<file path="config.mk">
export PLATFORM = sky130hd
export DESIGN_NAME = ov7670_stream_gen
export DESIGN_NICKNAME = d
export VERILOG_FILES = /design/src/rtl/ov7670_stream_gen.sv
export SDC_FILE = /design/constraint.sdc
export NUM_CORES = 1
export LEC_CHECK = 0
export ABC_AREA = 1
export CORE_ASPECT_RATIO = 1.4
export CORE_MARGIN = 4
export CORE_UTILIZATION = 33
export DETAILED_ROUTE_END_ITERATION = 10
export PLACE_DENSITY = 0.61
export SLEW_MARGIN = 20
export SYNTH_ARGS = -nofsm -noshare
export SYNTH_HDL_FRONTEND = slang
export SYNTH_SLANG_ARGS = --single-unit
</file>
<file path="constraint.sdc">
create_clock -name clk -period 1.9 [get_ports clk]
set_input_delay 0.285 -clock clk [delete_from_list [all_inputs] [get_ports clk]]
set_output_delay 0.285 -clock clk [all_outputs]
set_load 0.01 [all_outputs]
</file>
<file path="src/rtl/ov7670_stream_gen.sv">
// ============================================================================
// ov7670_stream_gen : OV7670-style RGB565 pixel-stream source (test patterns)
// Revision          : 1.0
// ============================================================================
`default_nettype none
`timescale 1ns/1ps

module ov7670_stream_gen #(
  parameter int CAM_SCREEN_X = 320,
  parameter int CAM_SCREEN_Y = 240,
  parameter int VSYNC_LEN    = 16,
  parameter int V_BACK       = 32,
  parameter int H_BLANK      = 144,
  parameter int V_FRONT      = 32
) (
  input  logic        clk,
  input  logic        rst,
  input  logic        enable,
  input  logic [1:0]  mode,
  input  logic [15:0] solid_color,
  output logic        pclk,
  output logic        vsync,
  output logic        href,
  output logic [7:0]  px_data,
  output logic        frame_done,
  output logic        busy
);

  typedef enum logic [2:0] {
    S_IDLE   = 3'd0,
    S_VSYNC  = 3'd1,
    S_VBACK  = 3'd2,
    S_LINE   = 3'd3,
    S_HBLANK = 3'd4,
    S_VFRONT = 3'd5
  } state_t;

  localparam logic [15:0] c_vsync_last  = 16'(VSYNC_LEN - 1);
  localparam logic [15:0] c_vback_last  = 16'(V_BACK - 1);
  localparam logic [15:0] c_line_last   = 16'(2 * CAM_SCREEN_X - 1);
  localparam logic [15:0] c_hblank_last = 16'(H_BLANK - 1);
  localparam logic [15:0] c_vfront_last = 16'(V_FRONT - 1);
  localparam logic [15:0] c_x_last      = 16'(CAM_SCREEN_X - 1);
  localparam logic [15:0] c_y_count     = 16'(CAM_SCREEN_Y);
  localparam logic [15:0] c_bar_last    = 16'(CAM_SCREEN_X / 8 - 1);

  state_t      state_q, state_d;
  logic [15:0] cnt_q, cnt_d;
  logic [15:0] x_q, x_d;
  logic [15:0] y_q, y_d;
  logic [2:0]  bar_idx_q, bar_idx_d;
  logic [15:0] bar_cnt_q, bar_cnt_d;
  logic [15:0] pix_idx_q, pix_idx_d;
  logic [1:0]  mode_q, mode_d;
  logic [15:0] solid_q, solid_d;
  logic        pclk_q, pclk_d;
  logic        vsync_q, vsync_d;
  logic        href_q, href_d;
  logic [7:0]  px_data_q, px_data_d;
  logic        frame_done_q, frame_done_d;
  logic        busy_q, busy_d;
  logic        start_frame;
  logic [15:0] pix_val;

  // Pixel counters always point at the next pixel to be launched.
  always_comb begin
    pix_val = 16'h0000;
    unique case (mode_q)
      2'd0: begin
        unique case (bar_idx_q)
          3'd0: pix_val = 16'hFFFF;
          3'd1: pix_val = 16'hFFE0;
          3'd2: pix_val = 16'h07FF;
          3'd3: pix_val = 16'h07E0;
          3'd4: pix_val = 16'hF81F;
          3'd5: pix_val = 16'hF800;
          3'd6: pix_val = 16'h001F;
          3'd7: pix_val = 16'h0000;
        endcase
      end
      2'd1: pix_val = solid_q;
      2'd2: pix_val = {x_q[8:4], y_q[7:2], 5'b00000};
      2'd3: pix_val = pix_idx_q;
    endcase
  end

  always_comb begin
    state_d      = state_q;
    cnt_d        = cnt_q;
    x_d          = x_q;
    y_d          = y_q;
    bar_idx_d    = bar_idx_q;
    bar_cnt_d    = bar_cnt_q;
    pix_idx_d    = pix_idx_q;
    mode_d       = mode_q;
    solid_d      = solid_q;
    pclk_d       = ~pclk_q;
    vsync_d      = vsync_q;
    href_d       = href_q;
    px_data_d    = px_data_q;
    busy_d       = busy_q;
    frame_done_d = 1'b0;
    start_frame  = 1'b0;

    if (!pclk_q) begin
      // Raised one clk ahead of the falling edge that leaves VFRONT.
      frame_done_d = (state_q == S_VFRONT) && (cnt_q == c_vfront_last);
    end else begin
      cnt_d = cnt_q + 16'd1;
      case (state_q)
        S_IDLE: begin
          cnt_d       = 16'd0;
          start_frame = enable;
        end
        S_VSYNC: if (cnt_q == c_vsync_last) begin
          state_d = S_VBACK;
          cnt_d   = 16'd0;
        end
        S_VBACK: if (cnt_q == c_vback_last) begin
          state_d = S_LINE;
          cnt_d   = 16'd0;
        end
        S_LINE: if (cnt_q == c_line_last) begin
          state_d = S_HBLANK;
          cnt_d   = 16'd0;
        end
        S_HBLANK: if (cnt_q == c_hblank_last) begin
          state_d = (y_q == c_y_count) ? S_VFRONT : S_LINE;
          cnt_d   = 16'd0;
        end
        S_VFRONT: if (cnt_q == c_vfront_last) begin
          state_d     = S_IDLE;
          cnt_d       = 16'd0;
          start_frame = enable;
        end
        default: begin
          state_d = S_IDLE;
          cnt_d   = 16'd0;
        end
      endcase

      if (start_frame) begin
        state_d   = S_VSYNC;
        mode_d    = mode;
        solid_d   = solid_color;
        x_d       = 16'd0;
        y_d       = 16'd0;
        bar_idx_d = 3'd0;
        bar_cnt_d = 16'd0;
        pix_idx_d = 16'd0;
      end

      vsync_d   = (state_d == S_VSYNC);
      href_d    = (state_d == S_LINE);
      busy_d    = (state_d != S_IDLE);
      px_data_d = 8'h00;
      if (state_d == S_LINE) begin
        if (!cnt_d[0]) begin
          px_data_d = pix_val[15:8];
        end else begin
          // Low byte closes the pixel: advance every pixel counter.
          px_data_d = pix_val[7:0];
          pix_idx_d = pix_idx_q + 16'd1;
          if (x_q == c_x_last) begin
            x_d = 16'd0;
            y_d = y_q + 16'd1;
          end else begin
            x_d = x_q + 16'd1;
          end
          if (bar_cnt_q == c_bar_last) begin
            bar_cnt_d = 16'd0;
            bar_idx_d = bar_idx_q + 3'd1;
          end else begin
            bar_cnt_d = bar_cnt_q + 16'd1;
          end
        end
      end
    end
  end

  always_ff @(posedge clk or negedge rst) begin
    if (!rst) begin
      state_q      <= S_IDLE;
      cnt_q        <= 16'd0;
      x_q          <= 16'd0;
      y_q          <= 16'd0;
      bar_idx_q    <= 3'd0;
      bar_cnt_q    <= 16'd0;
      pix_idx_q    <= 16'd0;
      mode_q       <= 2'd0;
      solid_q      <= 16'd0;
      pclk_q       <= 1'b0;
      vsync_q      <= 1'b0;
      href_q       <= 1'b0;
      px_data_q    <= 8'h00;
      frame_done_q <= 1'b0;
      busy_q       <= 1'b0;
    end else begin
      state_q      <= state_d;
      cnt_q        <= cnt_d;
      x_q          <= x_d;
      y_q          <= y_d;
      bar_idx_q    <= bar_idx_d;
      bar_cnt_q    <= bar_cnt_d;
      pix_idx_q    <= pix_idx_d;
      mode_q       <= mode_d;
      solid_q      <= solid_d;
      pclk_q       <= pclk_d;
      vsync_q      <= vsync_d;
      href_q       <= href_d;
      px_data_q    <= px_data_d;
      frame_done_q <= frame_done_d;
      busy_q       <= busy_d;
    end
  end

  assign pclk       = pclk_q;
  assign vsync      = vsync_q;
  assign href       = href_q;
  assign px_data    = px_data_q;
  assign frame_done = frame_done_q;
  assign busy       = busy_q;

endmodule

`default_nettype wire

</file>
# --- Word-level counts from Yosys, hierarchy flattened ---
# Memory sizes are Yosys's and may differ from the RTL's.
# Cells that the tools add are included.
classes:
  n_addsub: 6
  n_eq_ne: 17
  n_mux: 41
  bitwise_logic: 1
  n_reduce_logical: 6
ops:
  columns: ["operator", "n"]
  rows:
  - ["2-to-1 mux 16 bit", 20]
  - ["one-hot mux 16 bit (4 select lines)", 2]
  - ["adder 16 x 1 -> 16 bit, second input constant", 5]
  - ["2-to-1 mux 3 bit", 12]
  - ["equality test 16 x 8 -> 1 bit, second input constant", 2]
  - ["one-hot mux 3 bit (6 select lines)", 1]
  - ["equality test 16 x 10 -> 1 bit, second input constant", 1]
  - ["equality test 16 x 4 -> 1 bit, second input constant", 1]
  - ["equality test 16 x 5 -> 1 bit, second input constant", 1]
  - ["equality test 16 x 6 -> 1 bit, second input constant", 1]
  - ["equality test 16 x 9 -> 1 bit, second input constant", 1]
  - ["2-to-1 mux 8 bit", 2]
  - ["equality test 3 x 2 -> 1 bit, second input constant", 3]
  - ["equality test 3 x 1 -> 1 bit, second input constant", 2]
  - ["equality test 3 bit, second input constant", 2]
  - ["equality test 2 bit, second input constant", 2]
  - ["adder 3 x 1 -> 3 bit, second input constant", 1]
  - ["zero test 3 bit", 1]
  - ["2-to-1 mux 1 bit", 3]
  - ["nonzero test 3 bit", 1]
  - ["equality test 2 x 1 -> 1 bit, second input constant", 1]
  - ["zero test 2 bit", 1]
  - ["one-hot mux 1 bit (2 select lines)", 1]
  - ["AND reduction 2 bit", 1]
  - ["other kinds (3)", 3]
word_totals:
  ff_bits: 117
  rom_bits: 128
  input_bits: 21
  output_inout_bits: 13
  elab_cells: 87
  mem_count: 1
memory_table:
  columns: ["name", "words", "width", "read_ports", "rd_clocked_by_memory_dff", "wr", "line", "rtl"]
  rows:
  - ["(no name shown)", 8, 16, 1, 0, 0, "70", "unique case (bar_idx_q)"]

# --- Depth between registers and ports, before layout ---
depth:
  word_depth: 8
  ltp_mapped: 15
  ltp_nobuf: 15

# --- Least setup slack after synthesis ---
# No wires, ideal clock.
synth_path:
  path_type: "reg2reg"
  startpoint: "reg cnt_q[0]"
  endpoint: "reg mode_q[0]"
  setup_time_ps: 125
  arrival_time_ps: 1660
  required_time_ps: 1775
  path_slack_ps: 115
  stages_incl_launch_ff: 11
  n_path_buf: 1
  synth_period_minus_slack_ps: 1785
  path_cell_list: "dfrtp_1 > ha_1 > nand2_1 > inv_2 > nand2_4 > nor2_4 > nand3_2 > a21boi_2 > nand2_2 > buf_6 > mux2_4"
synth_between:
  elab_chain_len: 5
synth_rtl:
  columns: ["element", "line", "rtl"]
  rows:
  - ["start, declared", "48", "logic [15:0] cnt_q, cnt_d;"]
  - ["start signal, assigned", "200", "cnt_q <= cnt_d;"]
  - ["equality test 16 x 5 -> 1 bit", "131", "S_VFRONT: if (cnt_q == c_vfront_last) begin"]
  - ["2-to-1 mux 1 bit", "131", null]
  - ["one-hot mux 1 bit (2 select lines)", "110", "case (state_q)"]
  - ["2-to-1 mux 1 bit", "105", "if (!pclk_q) begin"]
  - ["AND reduction 2 bit (no source line)", null, null]
  - ["end signal, assigned", "206", "mode_q <= mode_d;"]
  - ["end, declared", "54", "logic [1:0] mode_q, mode_d;"]
# No other way between the ends. The select of a mux whose other input is x is not followed.
# A chain may end at the register's enable or synchronous reset.

# --- Worst setup path after layout ---
layout_path:
  startpoint: "reg cnt_q[0]"
  endpoint: "reg solid_q[4]"
layout_between:
  elab_chain_len: 5
layout_rtl:
  columns: ["element", "line", "rtl"]
  rows:
  - ["equality test 16 x 5 -> 1 bit", "131", null]
  - ["2-to-1 mux 1 bit", "131", null]
  - ["one-hot mux 1 bit (2 select lines)", "110", null]
  - ["2-to-1 mux 1 bit", "105", null]
  - ["AND reduction 2 bit (no source line)", null, null]
  - ["end signal, assigned", "207", "solid_q <= solid_d;"]
  - ["end, declared", "55", "logic [15:0] solid_q, solid_d;"]
# No other way between the ends. The select of a mux whose other input is x is not followed.

==> reports/qor.csv <==
metric,value,unit
crit_start,cnt_q[0],
io_buffers,33,
swShare,22.9,%
clkTransAtPathRegs,0.06,ns
wl_per_cell,15.7,um
gr-usage-all-layers,17.2,%
drc_errors,0,
synth_area,0.00769,sq mm
grt_max_degree,91,
timing.fmax,486,MHz
maxCapViolCount,0,
wl,23100,um
slew_headroom,70.2,%
vias_per_cell,5.19,
clock_skew,0.00780,ns
dieArea,0.0258,sq mm
grt_pass1_wl,36000,um
violations,negative setup slack,
hold_violations,0,
synth_cells,1036,
post-route-util,45.4,%
area_growth,34.5,%
yosys.area.top_type,dfrtp_1,
p_per_area,553,mW/mm^2
worst_slew_pin_slew,0.446,ns
overflow,0,
setup_viol,64,
htree_levels,4,
num_rows,65,
ant_nets,0,
antenna_found_initial,0,
synth.avg_cell_area,7.42,sq um
synth_nets,1064,
pwr-share-seq,43.6,%
drive_gt1_share,24.1,%
period_needed,2.06,ns
startpoint_type,register,
synth_top_area_share,38.1,%
design_area,0.0103,sq mm
seq_area_frac_synth,38.1,%
cts_buffer_depth,2,
dpl_cell_area,0.00898,sq mm
clock-sinks,117,
power_frac_comb,1.9,%
multi_input_area,0.00445,sq mm
cp-end-kind,register,
cp.arrival,2.37,ns
vdd_drop_max,0.553,mV
pre_cts_slack,-0.0254,ns
pwr-share-clk,54.5,%
gp_congestion,0.952,
fill_cells,2277,
intPower,0.00441,W
worstPathRequired,2.21,ns
ys_types,45,
yosys_most_used_dff,dfrtp_1,
ios,34,
die_h,189,um
seq_area,0.00293,sq mm
grt_pass1_vias,7338,
final_nets,1187,
first_pass_iters,6,
p_leak,5.22,nW
p_switching,0.00131,W
final.setup.worst_slack,-0.158,ns
synth.area.top_cells,"dfrtp_1 (38%), nand2_1 (9.3%), o21ai_0 (8.7%), nand3_1 (6.0%), xor2_1 (5.2%)",
rsz0062_at_grt,yes,
first_iter_violations,394,
clock_latency,0.43,ns
diodes,0,
cts-root-buf,clkbuf_16,
slew_viol_final,0,
dp_hpwl,15200,um
cts_tree,yes,
initial_utilization,33.8,%
cts_buffers,17,
rr_startpoint,cnt_q[0],
vias,7647,
yosys_register_bits,117,
die_x,137,um
core,0.0228,sq mm
hp-class,input port to asynchronous set/reset pin,
ys_async_sr_fraction,100,%
critPathKind,register to register,
yosys_warnings,0,
synth-edff-count,0,
cp_max_fo,7,
status,finished with violations,
min_period_over_period,108,%
worst max-delay path, stage by stage, from the launching register on:
cell and delay, ns:
dfrtp_1 0.37, ha_2 0.20, nand2_2 0.06, inv_2 0.07
nand2_4 0.07, nor2_4 0.14, nand3_4 0.12, a21boi_4 0.18
buf_12 0.17, nand2_8 0.08, clkbuf_16 0.18, mux2_4 0.29
layout make-up:
| class | count | share of cell area [%] |
|---|---|---|
| repair buffers | 147 | 15.1 |
| inverters | 122 | 4.43 |
| flip-flops and latches | 117 | 28.4 |
| clock buffers | 21 | 4.45 |
| multi-input cells | 754 | 43.0 |
| clock inverters | 11 | 0.980 |
| well taps | 301 | 3.64 |
Yosys cell counts, drive strengths merged (2+ instances only):
library cell	instances
o22ai	9
o211ai	15
nand4	23
a31oi	9
o221a	5
ha	7
nor4	8
o21ai	156
a21boi	2
nor2	91
xor2	46
nand3	97
nor3	26
mux2	12
nand3b	3
a21oi	36
buf	22
dfrtp	117
nand2	196
xnor2	2
inv	122
clkbuf	21
o221ai	6
path summary, 6_finish.rpt:
kind	to	cells after the start	slack [ns]
max	solid_q[4]	11	-0.16
min	x_q[15]	2	0.34
max reg2reg	solid_q[4]	11	-0.16
min reg2reg	href	2	0.48
max in group asynchronous	pclk	3	0.91
min in group clk	solid_q[10]	3	0.42
power groups by stage:
stage | Combinational, W | Clock [W] | Sequential (W)
2_1_floorplan | 0.00000100 | 0 | 0.00254
3_3_place_gp | 0.000108 | 0 | 0.00254
3_5_place_dp | 0.000109 | 0 | 0.00254
4_1_cts | 0.000110 | 0.00317 | 0.00249
5_1_grt | 0.000122 | 0.00327 | 0.00249
6_report | 0.000108 | 0.00312 | 0.00249
registers in the layout (all words and copies together), names as in the netlist:
signal,cells
frame_done,1
bar_cnt_q,16
busy,1
x_q,16
href,1
bar_idx_q,3
cnt_q,16
px_data,8
vsync,1
pix_idx_q,16
mode_q,2
pclk,1
solid_q,16
y_q,16
state_q,3
metal layers:
layer / global-route usage [%] / part of all wire (%) / vias up
met5: 0 / 0 / -
met3: 2.64 / 2.8 / 44
met4: 6.45 / 2.4 / 0
met2: 31.3 / 54 / 157
li1: - / - / 3779
met1: 20.0 / 41 / 3667
timing repair:
| action | in CTS | in global routing |
|---|---|---|
| setup endpoints to repair | 19 | 103 |
| buffers inserted | 3 | 12 |
| hold endpoints to repair | 25 | 0 |
| gates cloned | 0 | 12 |
| hold buffers | 1 | 0 |
| resized for setup | 4 | 185 |
| pin swaps | 0 | 32 |
per-stage QoR:
stage               hold slack, ns  power [W]  TNS, ns  instances
global placement             0.268    0.00265        0       1413
global route                 0.400    0.00589   -11.67       1473
floorplan                  -0.0106    0.00254        0       1036
detailed placement           0.260    0.00265   -0.157       1413
CTS                          0.347    0.00577   -0.247       1449
finish                       0.343    0.00572    -3.66       1473
layout by cell type (no fill, tap or decap), types with 3 or more instances in the layout:
| master | n |
|---|---|
| a21oi_1 | 30 |
| a21oi_2 | 6 |
| a31oi_1 | 8 |
| buf_12 | 15 |
| buf_4 | 81 |
| buf_6 | 7 |
| buf_8 | 3 |
| clkbuf_16 | 25 |
| clkdlybuf4s50_1 | 32 |
| clkinv_2 | 3 |
| clkinvlp_4 | 4 |
| dfrtp_1 | 115 |
| ha_1 | 6 |
| inv_1 | 106 |
| inv_2 | 16 |
| mux2_2 | 4 |
| mux2_4 | 8 |
| nand2_1 | 182 |
| nand2_2 | 7 |
| nand2_4 | 5 |
| nand3_1 | 86 |
| nand3_2 | 6 |
| nand3_4 | 5 |
| nand3b_1 | 3 |
| nand4_1 | 23 |
| nor2_1 | 67 |
| nor2_2 | 18 |
| nor2_4 | 5 |
| nor3_1 | 20 |
| nor3_2 | 5 |
| nor4_1 | 7 |
| o211ai_1 | 15 |
| o21ai_0 | 40 |
| o21ai_1 | 80 |
| o21ai_2 | 36 |
| o221a_2 | 5 |
| o221ai_1 | 6 |
| o22ai_1 | 8 |
| xor2_1 | 46 |
kinds of logic (layout without fill, tap and decap cells):
logic type	after synthesis	count (layout)	share of synthesized area, %
flops	117	117	38.1
compound gates	242	242	17.6
fa+ha+maj	7	7	1.14
xor+xnor	48	48	5.47
simple gates	445	445	26.9
mux	12	12	2.15
buf+inv	165	301	8.60
Note: power is estimated with default switching activity, not from simulation.
